**src/rtl/eq.sv**
```systemverilog
// Equality comparator with a registered result, saturating equal/unequal edge
// counters, a sticky mismatch flag and a toggle pulse on the registered result.
module eq #(
    parameter int WIDTH = 1,
    parameter int CNT_W = 16
) (
    input  logic             clk,
    input  logic             rst_n,
    output logic             s,
    input  logic [WIDTH-1:0] x,
    input  logic [WIDTH-1:0] y,
    output logic             s_q,
    output logic [CNT_W-1:0] eq_cnt,
    output logic [CNT_W-1:0] neq_cnt,
    output logic             mismatch_seen,
    output logic             changed
);

    localparam logic [CNT_W-1:0] CNT_MAX = {CNT_W{1'b1}};
    localparam logic [CNT_W-1:0] CNT_ONE = {{(CNT_W-1){1'b0}}, 1'b1};

    logic             s_dly_d, s_dly_q;
    logic [CNT_W-1:0] eq_cnt_d, eq_cnt_q;
    logic [CNT_W-1:0] neq_cnt_d, neq_cnt_q;
    logic             mseen_d, mseen_q;
    logic             changed_d, changed_q;

    assign s = &(x ~^ y);

    // Next-state: reset wins, otherwise exactly one counter advances and holds at all-ones.
    always_comb begin
        s_dly_d   = s_dly_q;
        eq_cnt_d  = eq_cnt_q;
        neq_cnt_d = neq_cnt_q;
        mseen_d   = mseen_q;
        changed_d = changed_q;
        if (!rst_n) begin
            s_dly_d   = 1'b1;
            eq_cnt_d  = {CNT_W{1'b0}};
            neq_cnt_d = {CNT_W{1'b0}};
            mseen_d   = 1'b0;
            changed_d = 1'b0;
        end else begin
            s_dly_d   = s;
            changed_d = (s != s_dly_q);
            if (s) begin
                if (eq_cnt_q != CNT_MAX) begin
                    eq_cnt_d = eq_cnt_q + CNT_ONE;
                end else begin
                    eq_cnt_d = eq_cnt_q;
                end
            end else begin
                mseen_d = 1'b1;
                if (neq_cnt_q != CNT_MAX) begin
                    neq_cnt_d = neq_cnt_q + CNT_ONE;
                end else begin
                    neq_cnt_d = neq_cnt_q;
                end
            end
        end
    end

    // State registers; reset is folded into the next-state logic above.
    always_ff @(posedge clk) begin
        s_dly_q   <= s_dly_d;
        eq_cnt_q  <= eq_cnt_d;
        neq_cnt_q <= neq_cnt_d;
        mseen_q   <= mseen_d;
        changed_q <= changed_d;
    end

    assign s_q           = s_dly_q;
    assign eq_cnt        = eq_cnt_q;
    assign neq_cnt       = neq_cnt_q;
    assign mismatch_seen = mseen_q;
    assign changed       = changed_q;

endmodule

```
**config.mk**
```make
export PLATFORM = sky130hd
export DESIGN_NAME = eq
export DESIGN_NICKNAME = d
export VERILOG_FILES = /design/src/rtl/eq.sv
export SDC_FILE = /design/constraint.sdc
export NUM_CORES = 1
export LEC_CHECK = 0
export ABC_AREA = 1
export BUFFER_PORTS_ARGS = -buffer_cell sky130_fd_sc_hd__buf_4
export CORE_MARGIN = 2
export CORE_UTILIZATION = 55
export DETAILED_ROUTE_END_ITERATION = 6
export PLACE_DENSITY = 0.91
export SKIP_LAST_GASP = 1
export SYNTH_ARGS = -nofsm -noshare
export SYNTH_HDL_FRONTEND = slang
export SYNTH_SLANG_ARGS = --single-unit
```
**constraint.sdc**
```tcl
create_clock -name clk -period 1.8 [get_ports clk]
set_input_delay 0.36 -clock clk [delete_from_list [all_inputs] [get_ports clk]]
set_output_delay 0.36 -clock clk [all_outputs]
set_load 0.02 [all_outputs]
```
== Word-level counts from Yosys, hierarchy flattened ==
Cells that the tools add are included.

* Output and inout bits: 36
* Input port bits: 4
* Register bits after elaboration: 35

* Equal/unequal tests: 3
* Bitwise operators: 2
* Reductions and logical operators: 2
* Add/sub/neg operators: 2

{| class="wikitable"
|+ Operators by type and width
! cell !! count
|-
| $add A16 B1 Y16 const B || 2
|-
| $ne A16 B16 Y1 const B || 2
|-
| $reduce_and A2 Y1 || 2
|-
| $ne A1 B1 Y1 || 1
|-
| $not A1 Y1 || 1
|-
| $xnor A1 B1 Y1 || 1
|}

== Depth between registers and ports, before layout ==
* Word-level depth: 3
* Depth in mapped cells: 10

== Worst setup path after synthesis ==
No wires, ideal clock.

* Path type: flip-flop to flip-flop
* From: reg eq_cnt_q[0], in the netlist eq_cnt[0]
* To: reg eq_cnt_q[7], in the netlist eq_cnt[7]
* Setup time: 0.115 ns
* Buffers on the path: 1
* Required time: 1.685 ns
* Period minus slack after synthesis: 1.535 ns
* Slack: 0.265 ns
* Arrival time: 1.420 ns
* Cell stages (with the launch flop): 8
* Path through: dfxtp_1 > ha_1 > nand3_4 > inv_2 > nand4_4 > buf_6 > a21oi_1 > nor2_1

* Word-level cells in the longest chain between the ends: 2
* Elaborated cells on any way between the ends: 3
* Classes of those cells: add/sub: 1; eq/ne: 1; reduce/logical: 1

{| class="wikitable"
|+ Ends and longest elaborated chain
! what !! line !! text
|-
| from (decl) || 23 || <nowiki>logic [CNT_W-1:0] eq_cnt_d, eq_cnt_q;</nowiki>
|-
| from (signal assigned) || 66 || <nowiki>eq_cnt_q <= eq_cnt_d;</nowiki>
|-
| branches (longest 2 deep; another with $add A16 B1 Y16) || n/a ||
|}

Several ways; the timed one is not identified.
A chain may end at the register's enable or synchronous reset.

== Final worst setup path ==
* From: reg eq_cnt_q[0], in the netlist eq_cnt[0]
* To: reg eq_cnt_q[10], in the netlist eq_cnt[10]

The elaborated chain is that of the path after synthesis.

==> flow_summary.ini <==
[status]
outcome = complete, no violations

[logic_synthesis]
ys_seq_elements = 35
yosysTopAreaCellShare_pct = 33.8
syn-num-nets = 314
ys_warn_count = 0
synthTopCellsByArea = dfxtp_1, nand2_1, nor2_1
netlist_instances = 308
synth.avg_cell_area_um2 = 6.72
synth.distinct_cells = 30
synth-seq-area-share_pct = 33.8
synth_area_um2 = 2070
synth_top_area_cell = dfxtp_1

[setup_path]
reg2reg_from = eq_cnt[0]
critPathCaptureType = register
path_class = reg -> reg
crit_fanout = 15
required_ps = 1980
critPathLaunchType = register
regToRegSetupSlack_ps = 230
arrival_ps = 1750
cp-startpoint = eq_cnt[0]

[detailed_routing]
wl_per_cell_um = 12.3
vias = 2088
vias_per_cell = 5.25
drt_iter0_drc = 177
drt_pre_antenna_iters = 4
drcViolationCount = 0
wl_um = 4890
ant_nets = 0

[die]
rows = 22
dieHeight_um = 65.4
ios = 40
start_util_pct = 57.0
coreArea_um2 = 3630
die_w_um = 65.4
die-area_um2 = 4270

[clock_network]
ctsHoldBuffers = 0
clkSlewWorstSetupHoldPaths_ps = 70
cts_resized = 0
htreeDepth = 2
cts_sinks = 35
clock_path_buffers = 2
cts_tree = built
post-cts-setup-buffer-count = 0
cts_root_buffer = clkbuf_8
numCtsBuffers = 5
clock_latency_ps = 290

[timing]
fin_crit_ps = 1570
finClkSkew_ps = 7.38
fin_tns_setup_ps = 0
fmax_ghz = 0.638
max_slew.worst_pin.slew_ps = 371
final-max-slew-violation-count = 0
fin_crit_sh_pct = 87.1
setup_viol = 0
timing.final.ws_setup_ps = 232
hold_ws_ps = 439
hold_violations = 0
max_slew_margin_pct = 75.2
grt_setup_unrepaired = no

[final_layout]
final_cells = 398
drive_above_1_share_pct = 22.3
layout.nets = 356
area_growth_pct = 20.7
num_antenna_cells = 0

[placement]
dp_hpwl_um = 3550
gp_congestion = 0.956
preCtsSetupSlack_ps = 239
port_buffers = 39
dp_cells = 391

[global_route]
gr-max-usage-layer = met2
antenna_found_initial = 0
grt_max_degree = 33
grtUsageMet1_pct = 32.2
grt_use_met3_pct = 6.51
grt-ovfl-total = 0
first_global_vias = 1962
use_met2_pct = 42.0
grt_pass1_wl_um = 8510
track_usage_pct = 25.5

[min_path]
hp-start = rst_n
min_path_type = in -> reg

[power]
vdd_ir_drop_max_mv = 0.385
p_leak_nw = 1.09
pwr_density_cell_nw_per_um2 = 655

[flow_run]
max_cap_viol_count = 0
## worst max-delay path, cell delays in order (launching register included)
cell and delay (ps):
dfxtp_1 420, ha_1 240, nand3_4 130, inv_2 120, nand4_4 250, nand2_1 150
nand2_1 50, nand2_1 50, nor2_1 40
## per-layer routing
layer | vias up | part of all wire, %
li1 | 1074 | -
met1 | 959 | 45
met2 | 49 | 48
met3 | 6 | 5.3
met4 | 0 | 1.2
met5 | - | 0
## cell usage in the layout (no fill, tap or decap), drive strengths merged, types with 2 or more instances in the layout
cell / n
buf: 40
nor2: 84
dfxtp: 35
nand2: 85
clkbuf: 6
ha: 2
nand3b: 3
nand4: 8
nand3: 27
a21oi: 21
and2: 2
o21ai: 9
inv: 23
## synthesized netlist by cell type, drive strengths merged
| library cell | count |
|---|---|
| dfxtp | 35 |
| nor3b | 1 |
| ha | 2 |
| nor2 | 84 |
| nand4 | 8 |
| buf | 5 |
| and2 | 2 |
| nand3b | 3 |
| inv | 23 |
| xor2 | 1 |
| nor3 | 1 |
| o21ai | 9 |
| clkinv | 1 |
| nand2 | 85 |
| nand3 | 27 |
| a21oi | 21 |
## path summary, 6_finish.rpt
check,end,depth (start not counted)
hold / removal,s_q,2
setup / recovery,eq_cnt[10],8
hold reg to reg,mismatch_seen,2
setup reg to reg,eq_cnt[10],8
## flip-flops by register name, summed over array words and instances, names as in the netlist
register	flops
changed	1
eq_cnt	16
mismatch_seen	1
neq_cnt	16
s_q	1
## kinds of logic (layout without fill, tap and decap cells)
group / after synthesis / count (layout) / share of synthesized area [%]
AND/OR/NAND/NOR: 211 / 211 / 50.7
AO/OA/AOI/OAI: 30 / 30 / 7.79
buffers and inverters: 29 / 71 / 6.04
adder cells (fa/ha/maj): 2 / 2 / 1.21
flip-flops: 35 / 35 / 33.8
XOR/XNOR: 1 / 1 / 0.423
## power by group
| group | internal [W] | switching [W] | leakage (nW) |
|---|---|---|---|
| logic | 0.0000537 | 0.0000917 | 0.754 |
| clock network | 0.000406 | 0.000279 | 0.0513 |
| registers | 0.000791 | 0.0000160 | 0.284 |
| total | 0.00125 | 0.000387 | 1.09 |
## through the flow
stage	power, W	cell area, um2	utilization [%]
3_3_place_gp	0.000963	2400	66.0
2_1_floorplan	0.000917	2070	-
4_1_cts	0.00164	2500	68.8
5_1_grt	0.00172	2500	68.8
3_5_place_dp	0.000969	2400	66.0
6_report	0.00164	2500	68.8
## cell type report
class / instances / area (um2)
Multi-Input combinational cell: 244 / 1240
Fill cell: 331 / 1130
Sequential cell: 35 / 701
Timing Repair Buffer: 40 / 300
Inverter: 24 / 91.3
Clock buffer: 6 / 72.6
Tap cell: 48 / 60.1
Clock inverter: 1 / 30.0
No activity file was read; power rests on OpenSTA's default activity.
